$ cat src/rtl/trace_capture_pkg.sv
// Shared types, mode encodings and width helpers for the trace capture buffer.
package trace_capture_pkg;

    localparam logic MODE_STOP = 1'b0;
    localparam logic MODE_WRAP = 1'b1;

    localparam int DEF_DATA_W   = 64;
    localparam int DEF_CHANNELS = 2;

    function automatic int chIdW(input int channels);
        return (channels > 1) ? $clog2(channels) : 1;
    endfunction

    function automatic int entryW(input int dataW, input int channels);
        return chIdW(channels) + dataW;
    endfunction

    typedef struct packed {
        logic [chIdW(DEF_CHANNELS)-1:0] ch;
        logic [DEF_DATA_W-1:0]          data;
    } tc_entry_t;

endpackage

$ cat src/rtl/trace_capture_if.sv
// Source strobes and reader drain handshake of the trace capture buffer.
interface trace_capture_if
    import trace_capture_pkg::*;
#(
    parameter int DATA_W   = 64,
    parameter int CHANNELS = 2
);

    localparam int CH_W = chIdW(CHANNELS);

    logic [CHANNELS-1:0]        ch_valid;
    logic [CHANNELS*DATA_W-1:0] ch_data;
    logic                       out_valid;
    logic [DATA_W-1:0]          out_data;
    logic [CH_W-1:0]            out_ch;
    logic                       out_ready;

    modport master (
        output ch_valid, ch_data, out_ready,
        input  out_valid, out_data, out_ch
    );

    modport slave (
        input  ch_valid, ch_data, out_ready,
        output out_valid, out_data, out_ch
    );

endinterface

$ cat src/rtl/tc_fifo.sv
// Pointer-based first-word-fall-through FIFO with optional overwrite of the
// oldest entry when pushing into a full buffer.
module tc_fifo #(
    parameter int WIDTH = 66,
    parameter int DEPTH = 16
) (
    input  logic                       clk,
    input  logic                       rst,
    input  logic                       clear_i,
    input  logic                       push_i,
    input  logic                       pop_i,
    input  logic                       force_i,
    input  logic [WIDTH-1:0]           wdata_i,
    output logic [WIDTH-1:0]           rdata_o,
    output logic [$clog2(DEPTH+1)-1:0] level_o,
    output logic                       full_o,
    output logic                       empty_o
);

    localparam int AW = $clog2(DEPTH);
    localparam int LW = $clog2(DEPTH+1);

    logic [WIDTH-1:0] mem [DEPTH];
    logic [AW-1:0]    wrPtr_q, wrPtr_d;
    logic [AW-1:0]    rdPtr_q, rdPtr_d;
    logic [LW-1:0]    level_q, level_d;
    logic             isFull, isEmpty, doPush, doPop, overwrite;

    // A full push without a pop only proceeds when overwrite is forced; it
    // then advances both pointers so the oldest entry falls off.
    always_comb begin
        isFull    = (level_q == LW'(DEPTH));
        isEmpty   = (level_q == '0);
        doPop     = pop_i && !isEmpty;
        doPush    = push_i && (!isFull || doPop || force_i);
        overwrite = doPush && isFull && !doPop;
        wrPtr_d   = wrPtr_q;
        rdPtr_d   = rdPtr_q;
        level_d   = level_q;
        if (doPush) begin
            wrPtr_d = wrPtr_q + 1'b1;
        end
        if (doPop || overwrite) begin
            rdPtr_d = rdPtr_q + 1'b1;
        end
        if (doPush && !doPop && !overwrite) begin
            level_d = level_q + 1'b1;
        end else if (doPop && !doPush) begin
            level_d = level_q - 1'b1;
        end
        if (clear_i) begin
            wrPtr_d = '0;
            rdPtr_d = '0;
            level_d = '0;
        end
    end

    always_ff @(posedge clk or negedge rst) begin
        if (!rst) begin
            wrPtr_q <= '0;
            rdPtr_q <= '0;
            level_q <= '0;
        end else begin
            wrPtr_q <= wrPtr_d;
            rdPtr_q <= rdPtr_d;
            level_q <= level_d;
        end
    end

    always_ff @(posedge clk) begin
        if (doPush && !clear_i) begin
            mem[wrPtr_q] <= wdata_i;
        end
    end

    assign rdata_o = isEmpty ? '0 : mem[rdPtr_q];
    assign level_o = level_q;
    assign full_o  = isFull;
    assign empty_o = isEmpty;

endmodule

$ cat src/rtl/trace_capture.sv
// Multi-channel capture buffer: per-channel hold registers, a round-robin
// arbiter into a shared tagged FIFO, and saturating per-channel loss counters.
module trace_capture
    import trace_capture_pkg::*;
#(
    parameter int DATA_W   = 64,
    parameter int DEPTH    = 16,
    parameter int CHANNELS = 2,
    parameter int CNT_W    = 16
) (
    input  logic                       clk,
    input  logic                       rst,
    trace_capture_if.slave             bus,
    input  logic                       clear_i,
    input  logic                       cap_en_i,
    input  logic                       wrap_mode_i,
    output logic [$clog2(DEPTH+1)-1:0] level_o,
    output logic                       full_o,
    output logic                       empty_o,
    output logic                       ovf_o,
    output logic [CHANNELS*CNT_W-1:0]  drop_cnt_o
);

    localparam int CH_W    = chIdW(CHANNELS);
    localparam int ENTRY_W = entryW(DATA_W, CHANNELS);

    typedef struct packed {
        logic [CH_W-1:0]   ch;
        logic [DATA_W-1:0] data;
    } entry_t;

    logic [CHANNELS-1:0] holdV_q, holdV_d;
    logic [DATA_W-1:0]   holdD_q [CHANNELS];
    logic [DATA_W-1:0]   holdD_d [CHANNELS];
    logic [CNT_W-1:0]    dropCnt_q [CHANNELS];
    logic [CNT_W-1:0]    dropCnt_d [CHANNELS];
    logic [CH_W-1:0]     lastGrant_q, lastGrant_d;
    logic                ovf_q, ovf_d;

    logic                fifoFull, fifoEmpty, pop, permit, wrapMode;
    logic                grantValid;
    logic [CH_W-1:0]     grantIdx, cand;
    int                  idx;
    entry_t              pushEntry, headEntry;

    assign wrapMode = (wrap_mode_i == MODE_WRAP);
    assign pop      = !fifoEmpty && bus.out_ready;
    assign permit   = wrapMode || !fifoFull || pop;

    // Search starts one past the last winner so every channel gets a turn.
    always_comb begin
        grantValid = 1'b0;
        grantIdx   = '0;
        idx        = 0;
        cand       = '0;
        for (int i = 1; i <= CHANNELS; i++) begin
            idx = int'(lastGrant_q) + i;
            if (idx >= CHANNELS) begin
                idx = idx - CHANNELS;
            end
            cand = CH_W'(idx);
            if (!grantValid && permit && !clear_i && holdV_q[cand]) begin
                grantValid = 1'b1;
                grantIdx   = cand;
            end
        end
    end

    // A granted hold may reload in the same cycle; only a busy, ungranted
    // hold turns a new arrival into a counted drop.
    always_comb begin
        holdV_d     = holdV_q;
        holdD_d     = holdD_q;
        dropCnt_d   = dropCnt_q;
        lastGrant_d = grantValid ? grantIdx : lastGrant_q;
        ovf_d       = ovf_q || (grantValid && fifoFull && !pop && wrapMode);
        for (int c = 0; c < CHANNELS; c++) begin
            if (grantValid && (grantIdx == CH_W'(c))) begin
                holdV_d[c] = 1'b0;
            end
            if (bus.ch_valid[c] && cap_en_i) begin
                if (holdV_q[c] && !(grantValid && (grantIdx == CH_W'(c)))) begin
                    if (dropCnt_q[c] != '1) begin
                        dropCnt_d[c] = dropCnt_q[c] + 1'b1;
                    end
                end else begin
                    holdV_d[c] = 1'b1;
                    holdD_d[c] = bus.ch_data[c*DATA_W +: DATA_W];
                end
            end
        end
        if (clear_i) begin
            holdV_d     = '0;
            lastGrant_d = CH_W'(CHANNELS-1);
            ovf_d       = 1'b0;
            for (int c = 0; c < CHANNELS; c++) begin
                dropCnt_d[c] = '0;
            end
        end
    end

    always_ff @(posedge clk or negedge rst) begin
        if (!rst) begin
            holdV_q     <= '0;
            lastGrant_q <= CH_W'(CHANNELS-1);
            ovf_q       <= 1'b0;
            for (int c = 0; c < CHANNELS; c++) begin
                holdD_q[c]   <= '0;
                dropCnt_q[c] <= '0;
            end
        end else begin
            holdV_q     <= holdV_d;
            holdD_q     <= holdD_d;
            dropCnt_q   <= dropCnt_d;
            lastGrant_q <= lastGrant_d;
            ovf_q       <= ovf_d;
        end
    end

    always_comb begin
        pushEntry.ch   = grantIdx;
        pushEntry.data = holdD_q[grantIdx];
    end

    tc_fifo #(
        .WIDTH(ENTRY_W),
        .DEPTH(DEPTH)
    ) u_fifo (
        .clk     (clk),
        .rst     (rst),
        .clear_i (clear_i),
        .push_i  (grantValid),
        .pop_i   (pop),
        .force_i (wrapMode),
        .wdata_i (pushEntry),
        .rdata_o (headEntry),
        .level_o (level_o),
        .full_o  (fifoFull),
        .empty_o (fifoEmpty)
    );

    assign bus.out_valid = !fifoEmpty;
    assign bus.out_data  = headEntry.data;
    assign bus.out_ch    = headEntry.ch;
    assign full_o        = fifoFull;
    assign empty_o       = fifoEmpty;
    assign ovf_o         = ovf_q;

    always_comb begin
        drop_cnt_o = '0;
        for (int c = 0; c < CHANNELS; c++) begin
            drop_cnt_o[c*CNT_W +: CNT_W] = dropCnt_q[c];
        end
    end

endmodule

$ cat src/flat_wrapper.sv
// flat-port wrapper written by rule: the top's interface ports become plain ports
module trace_capture_flat import trace_capture_pkg::*;
#(
    parameter int DATA_W   = 64,
    parameter int DEPTH    = 16,
    parameter int CHANNELS = 2,
    parameter int CNT_W    = 16
)
  (clk, rst, clear_i, cap_en_i, wrap_mode_i, level_o, full_o, empty_o, ovf_o, drop_cnt_o, bus_ch_valid, bus_ch_data, bus_out_ready, bus_out_valid, bus_out_data, bus_out_ch);
  trace_capture_if #(.DATA_W(DATA_W), .CHANNELS(CHANNELS)) bus_i ();
  input  logic clk;
  input  logic rst;
  input  logic clear_i;
  input  logic cap_en_i;
  input  logic wrap_mode_i;
  output logic [$clog2(DEPTH+1)-1:0] level_o;
  output logic full_o;
  output logic empty_o;
  output logic ovf_o;
  output logic [CHANNELS*CNT_W-1:0] drop_cnt_o;
  input wire logic [$bits(bus_i.ch_valid)-1:0] bus_ch_valid;
  input wire logic [$bits(bus_i.ch_data)-1:0] bus_ch_data;
  input wire logic [$bits(bus_i.out_ready)-1:0] bus_out_ready;
  output wire logic [$bits(bus_i.out_valid)-1:0] bus_out_valid;
  output wire logic [$bits(bus_i.out_data)-1:0] bus_out_data;
  output wire logic [$bits(bus_i.out_ch)-1:0] bus_out_ch;
  assign bus_i.ch_valid = bus_ch_valid;
  assign bus_i.ch_data = bus_ch_data;
  assign bus_i.out_ready = bus_out_ready;
  assign bus_out_valid = bus_i.out_valid;
  assign bus_out_data = bus_i.out_data;
  assign bus_out_ch = bus_i.out_ch;
  trace_capture #(.DATA_W(DATA_W), .DEPTH(DEPTH), .CHANNELS(CHANNELS), .CNT_W(CNT_W)) u_core (.clk(clk), .rst(rst), .bus(bus_i), .clear_i(clear_i), .cap_en_i(cap_en_i), .wrap_mode_i(wrap_mode_i), .level_o(level_o), .full_o(full_o), .empty_o(empty_o), .ovf_o(ovf_o), .drop_cnt_o(drop_cnt_o));
endmodule
$ cat config.mk
export PLATFORM = sky130hd
export DESIGN_NAME = trace_capture_flat
export DESIGN_NICKNAME = d
export VERILOG_FILES = /design/src/rtl/trace_capture_pkg.sv /design/src/rtl/trace_capture_if.sv /design/src/rtl/tc_fifo.sv /design/src/rtl/trace_capture.sv /design/src/flat_wrapper.sv
export SDC_FILE = /design/constraint.sdc
export NUM_CORES = 1
export LEC_CHECK = 0
export ABC_AREA = 1
export CORE_MARGIN = 5
export CORE_UTILIZATION = 50
export CTS_CLUSTER_SIZE = 30
export DETAILED_ROUTE_END_ITERATION = 12
export DONT_BUFFER_PORTS = 1
export HOLD_SLACK_MARGIN = 0.15
export SYNTH_ARGS = -nofsm -noshare
export SYNTH_HDL_FRONTEND = slang
export SYNTH_SLANG_ARGS = --single-unit
$ cat constraint.sdc
create_clock -name clk -period 5.3 [get_ports clk]
set_input_delay 0.265 -clock clk [delete_from_list [all_inputs] [get_ports clk]]
set_output_delay 0.265 -clock clk [all_outputs]
set_load 0.005 [all_outputs]
==> metrics.md <==
| Metric | Value |
|---|---|
| Run status | `finished, final reports clean` |
| CTS Hold Buffers Added | `136` |
| Peak supply drop | `0.471 mV` |
| Mean Syn Cell Area | `12.0 sq um` |
| Dpl hpwl | `65000 um` |
| Total Power | `24.2 mW` |
| Clk pin slew, worst setup/hold paths | `0.06 ns` |
| Async S/R FF share, synth | `14.5%` |
| Crit path kind | `flip-flop to primary output` |
| Worst Hold Class | `input port to flip-flop` |
| Highest Clock Rate | `242 MHz` |
| Fin util | `57.0%` |
| Sequential share of power | `46.2%` |
| Unrepaired setup endpoints after global routing | `no` |
| Pin count of the biggest net entering global routing | `283` |
| Worst path required time | `5.04 ns` |
| Clock Skew | `0.0257 ns` |
| Delay of the slowest cell on the worst path | `0.87 ns` |
| Setup TNS | `0 ns` |
| Gate power share | `17.8%` |
| Int Pwr | `17.2 mW` |
| Final period util | `78.0%` |
| Starting Density | `50.5%` |
| Unique masters post-synth | `41` |
| WL met1 | `57500 um` |
| Die Width | `325 um` |
| Clk sinks | `1217` |
| Worst slew pin tran | `1.31 ns` |
| Rows | `115` |
| Post-synth top area share | `62.8%` |
| Hold Fails Final Rpt | `0` |
| Sw power | `6.99 mW` |
| Yosys reg bits | `1217` |
| Pins Over Slew Limit | `0` |
| Ranking of synthesized cells by area | `edfxtp_1, dfrtp_1, nor2_1` |
| GRT overflow | `0` |
| # DRC | `0` |
| Core Region | `98600 sq um` |
| Drt wl/cell | `23.3 um` |
| Top cells by count, synth | `edfxtp_1, nor2_1, nand2_1` |
| Post-synth EDFFs | `1040` |
| Area growth syn-to-layout | `12.9%` |
| Clock root cell | `clkbuf_16` |
| Clock buffers created by TritonCTS | `132` |
| DR WL met3 | `7940 um` |
| P_leak | `19.6 nW` |
| Top-count cell post-synth | `edfxtp_1` |
| Drt pass-1 iters | `5` |
| Worst-skew pair later-pin latency | `0.72 ns` |
| DRT Wirelength | `130000 um` |
| Die ar. | `106000 sq um` |
| Avg Vias per Cell | `5.80` |
| Vias | `32300` |
| TritonCTS clock tree | `done` |
| # setup viols final | `0` |
| Max Used Layer | `met4` |
| Ys flop type | `edfxtp_1` |
| Final #Nets | `4338` |
| PD cells | `431 nW/um^2` |
| Setup Buffers After CTS | `0` |
| # H-tree levels | `4` |
| Die height | `325 um` |
| Max Cap Viol | `0` |
| PortBufs | `0` |
| Placed Cells | `5207` |
| Clock Power Share | `36.0%` |
| CP Max Fanout | `117` |
| CTS Buffer Depth | `3` |
| Sequential fraction of the synthesis area | `71.7%` |
| CP Cell Sequence | `inv_6, buf_4, o21ai_0, o211ai_1, nand3_1, a21oi_1` |
| Final ANT Viol Nets | `0` |
| Net Sw Frac | `28.9%` |
| Max_slew headroom | `12.3%` |
| Non-Filler Instances | `5580` |
| GRT Overall Usage | `24.1%` |
| Syn_nets | `4305` |
| Post_cts resized | `0` |
| Min Hold Slack | `0.226 ns` |
| Vias in the first global route | `31400` |
| Post-layout min period | `4.13 ns` |
| Yosys Warn Count | `0` |
| Layout cells sized above 1 | `6.50%` |
| I/O pin count | `242` |
| First-pass GRT wire length | `196000 um` |
| CP Capture Type | `primary output` |
| Starting DRT DRC Count | `3109` |
| Critical Path Start Type | `flip-flop` |
| Cell taking the most area after synthesis | `edfxtp_1` |
| Gate count of the mapped netlist | `4157` |
| Area of the mapped netlist | `49700 sq um` |
| Worst path arrival time | `3.87 ns` |
| DR WL met2 | `61800 um` |
| Slowest library cell on the worst path | `inv_6` |
| Initial antenna violation count | `1` |
| Routability cong. | `0.777` |
-- kinds of logic (layout without fill, tap and decap cells) --
| group | count (synthesis) | in the layout | share of synthesized area, % |
|---|---|---|---|
| buffers and inverters | 324 | 459 | 3.16 |
| AND/OR/NAND/NOR | 1626 | 1626 | 13.2 |
| AO/OA/AOI/OAI | 948 | 948 | 11.1 |
| XOR/XNOR | 30 | 30 | 0.528 |
| adder cells (fa/ha/maj) | 12 | 12 | 0.317 |
| other | 0 | 1 | 0 |
| flip-flops | 1217 | 1217 | 71.7 |
-- critical path, delay by kind of cell (launching register included) --
| kind | cells | cell delay (ns) |
|---|---|---|
| AO/OA/AOI/OAI | 3 | 0.90 |
| buffers and inverters | 2 | 1.33 |
| flip-flops | 1 | 0.76 |
| AND/OR/NAND/NOR | 1 | 0.11 |
-- sequential cells by signal (all words and copies together) (netlist names) --
register,cells
u_core.u_fifo.mem,1040
u_core.holdD_q,128
u_core.holdV_q,2
u_core.lastGrant_q,1
u_core.u_fifo.rdPtr_q,4
u_core.ovf_o,1
u_core.drop_cnt_o,32
u_core.u_fifo.level_o,5
u_core.u_fifo.wrPtr_q,4
-- per-layer routing --
| metal | global-route usage (%) | vias up |
|---|---|---|
| met5 | 0 | - |
| met4 | 6.24 | 0 |
| met3 | 3.91 | 180 |
| met2 | 39.3 | 1014 |
| met1 | 34.3 | 16200 |
| li1 | - | 15000 |
-- through the flow --
step / cell area [sq um] / setup WS [ns]
2_1_floorplan: 49700 / 1.02
4_1_cts: 56100 / 1.07
3_5_place_dp: 50700 / 1.85
6_report: 56100 / 1.17
5_1_grt: 56100 / 0.938
3_3_place_gp: 50700 / 1.87
-- area by class of cell --
type	instances	area (sq um)
clock inverter	50	369
multi-input combinational	2616	12600
timing repair buffer	187	1960
sequential	1217	35700
antenna	1	2.50
inverter	36	168
tap	1287	1610
clock buffer	186	3710
fill	8042	42400
-- cells in the final DEF, fill, tap and decap left out, drive strengths merged, types with 2 or more instances in the layout --
cell and n:
a21oi 74, buf 52, bufinv 5, clkbuf 186, clkinv 45, dfrtp 176, dlygate4sd3 135, edfxtp 1040
ha 11, inv 35, nand2 574, nand3 227, nand3b 20, nand4 9, nor2 783, nor3 10
o211ai 209, o21ai 611, o221ai 51, or2 2, xor2 29
-- path summary, 6_finish.rpt --
| path | from | endpoint | slack [ns] | cells past startpoint |
|---|---|---|---|---|
| worst max-delay path | u_core.u_fifo.rdPtr_q[1] | bus_out_data[30] | 1.17 | 6 |
| worst min-delay path | bus_ch_data[38] | u_core.holdD_q[102] | 0.23 | 3 |
| worst max register to register | u_core.u_fifo.level_o[0] | u_core.u_fifo.mem[2][61] | 2.04 | 9 |
| worst min register to register | u_core.holdD_q[90] | u_core.holdD_q[90] | 0.47 | 2 |
| max in group asynchronous | rst | u_core.holdD_q[91] | 4.11 | 2 |
| min in group asynchronous | rst | u_core.drop_cnt_o[3] | 0.29 | 2 |
-- power by group through the flow --
| stage | combinational (mW) | sequential [mW] | clock [mW] |
|---|---|---|---|
| after floorplan | 3.03 | 11.3 | 0 |
| after global placement | 4.21 | 11.4 | 0 |
| after detailed placement | 4.26 | 11.4 | 0 |
| after CTS | 4.38 | 11.2 | 8.84 |
| after global routing | 4.84 | 11.2 | 9.28 |
| final | 4.32 | 11.2 | 8.70 |
Note: power is estimated with default switching activity, not from simulation.
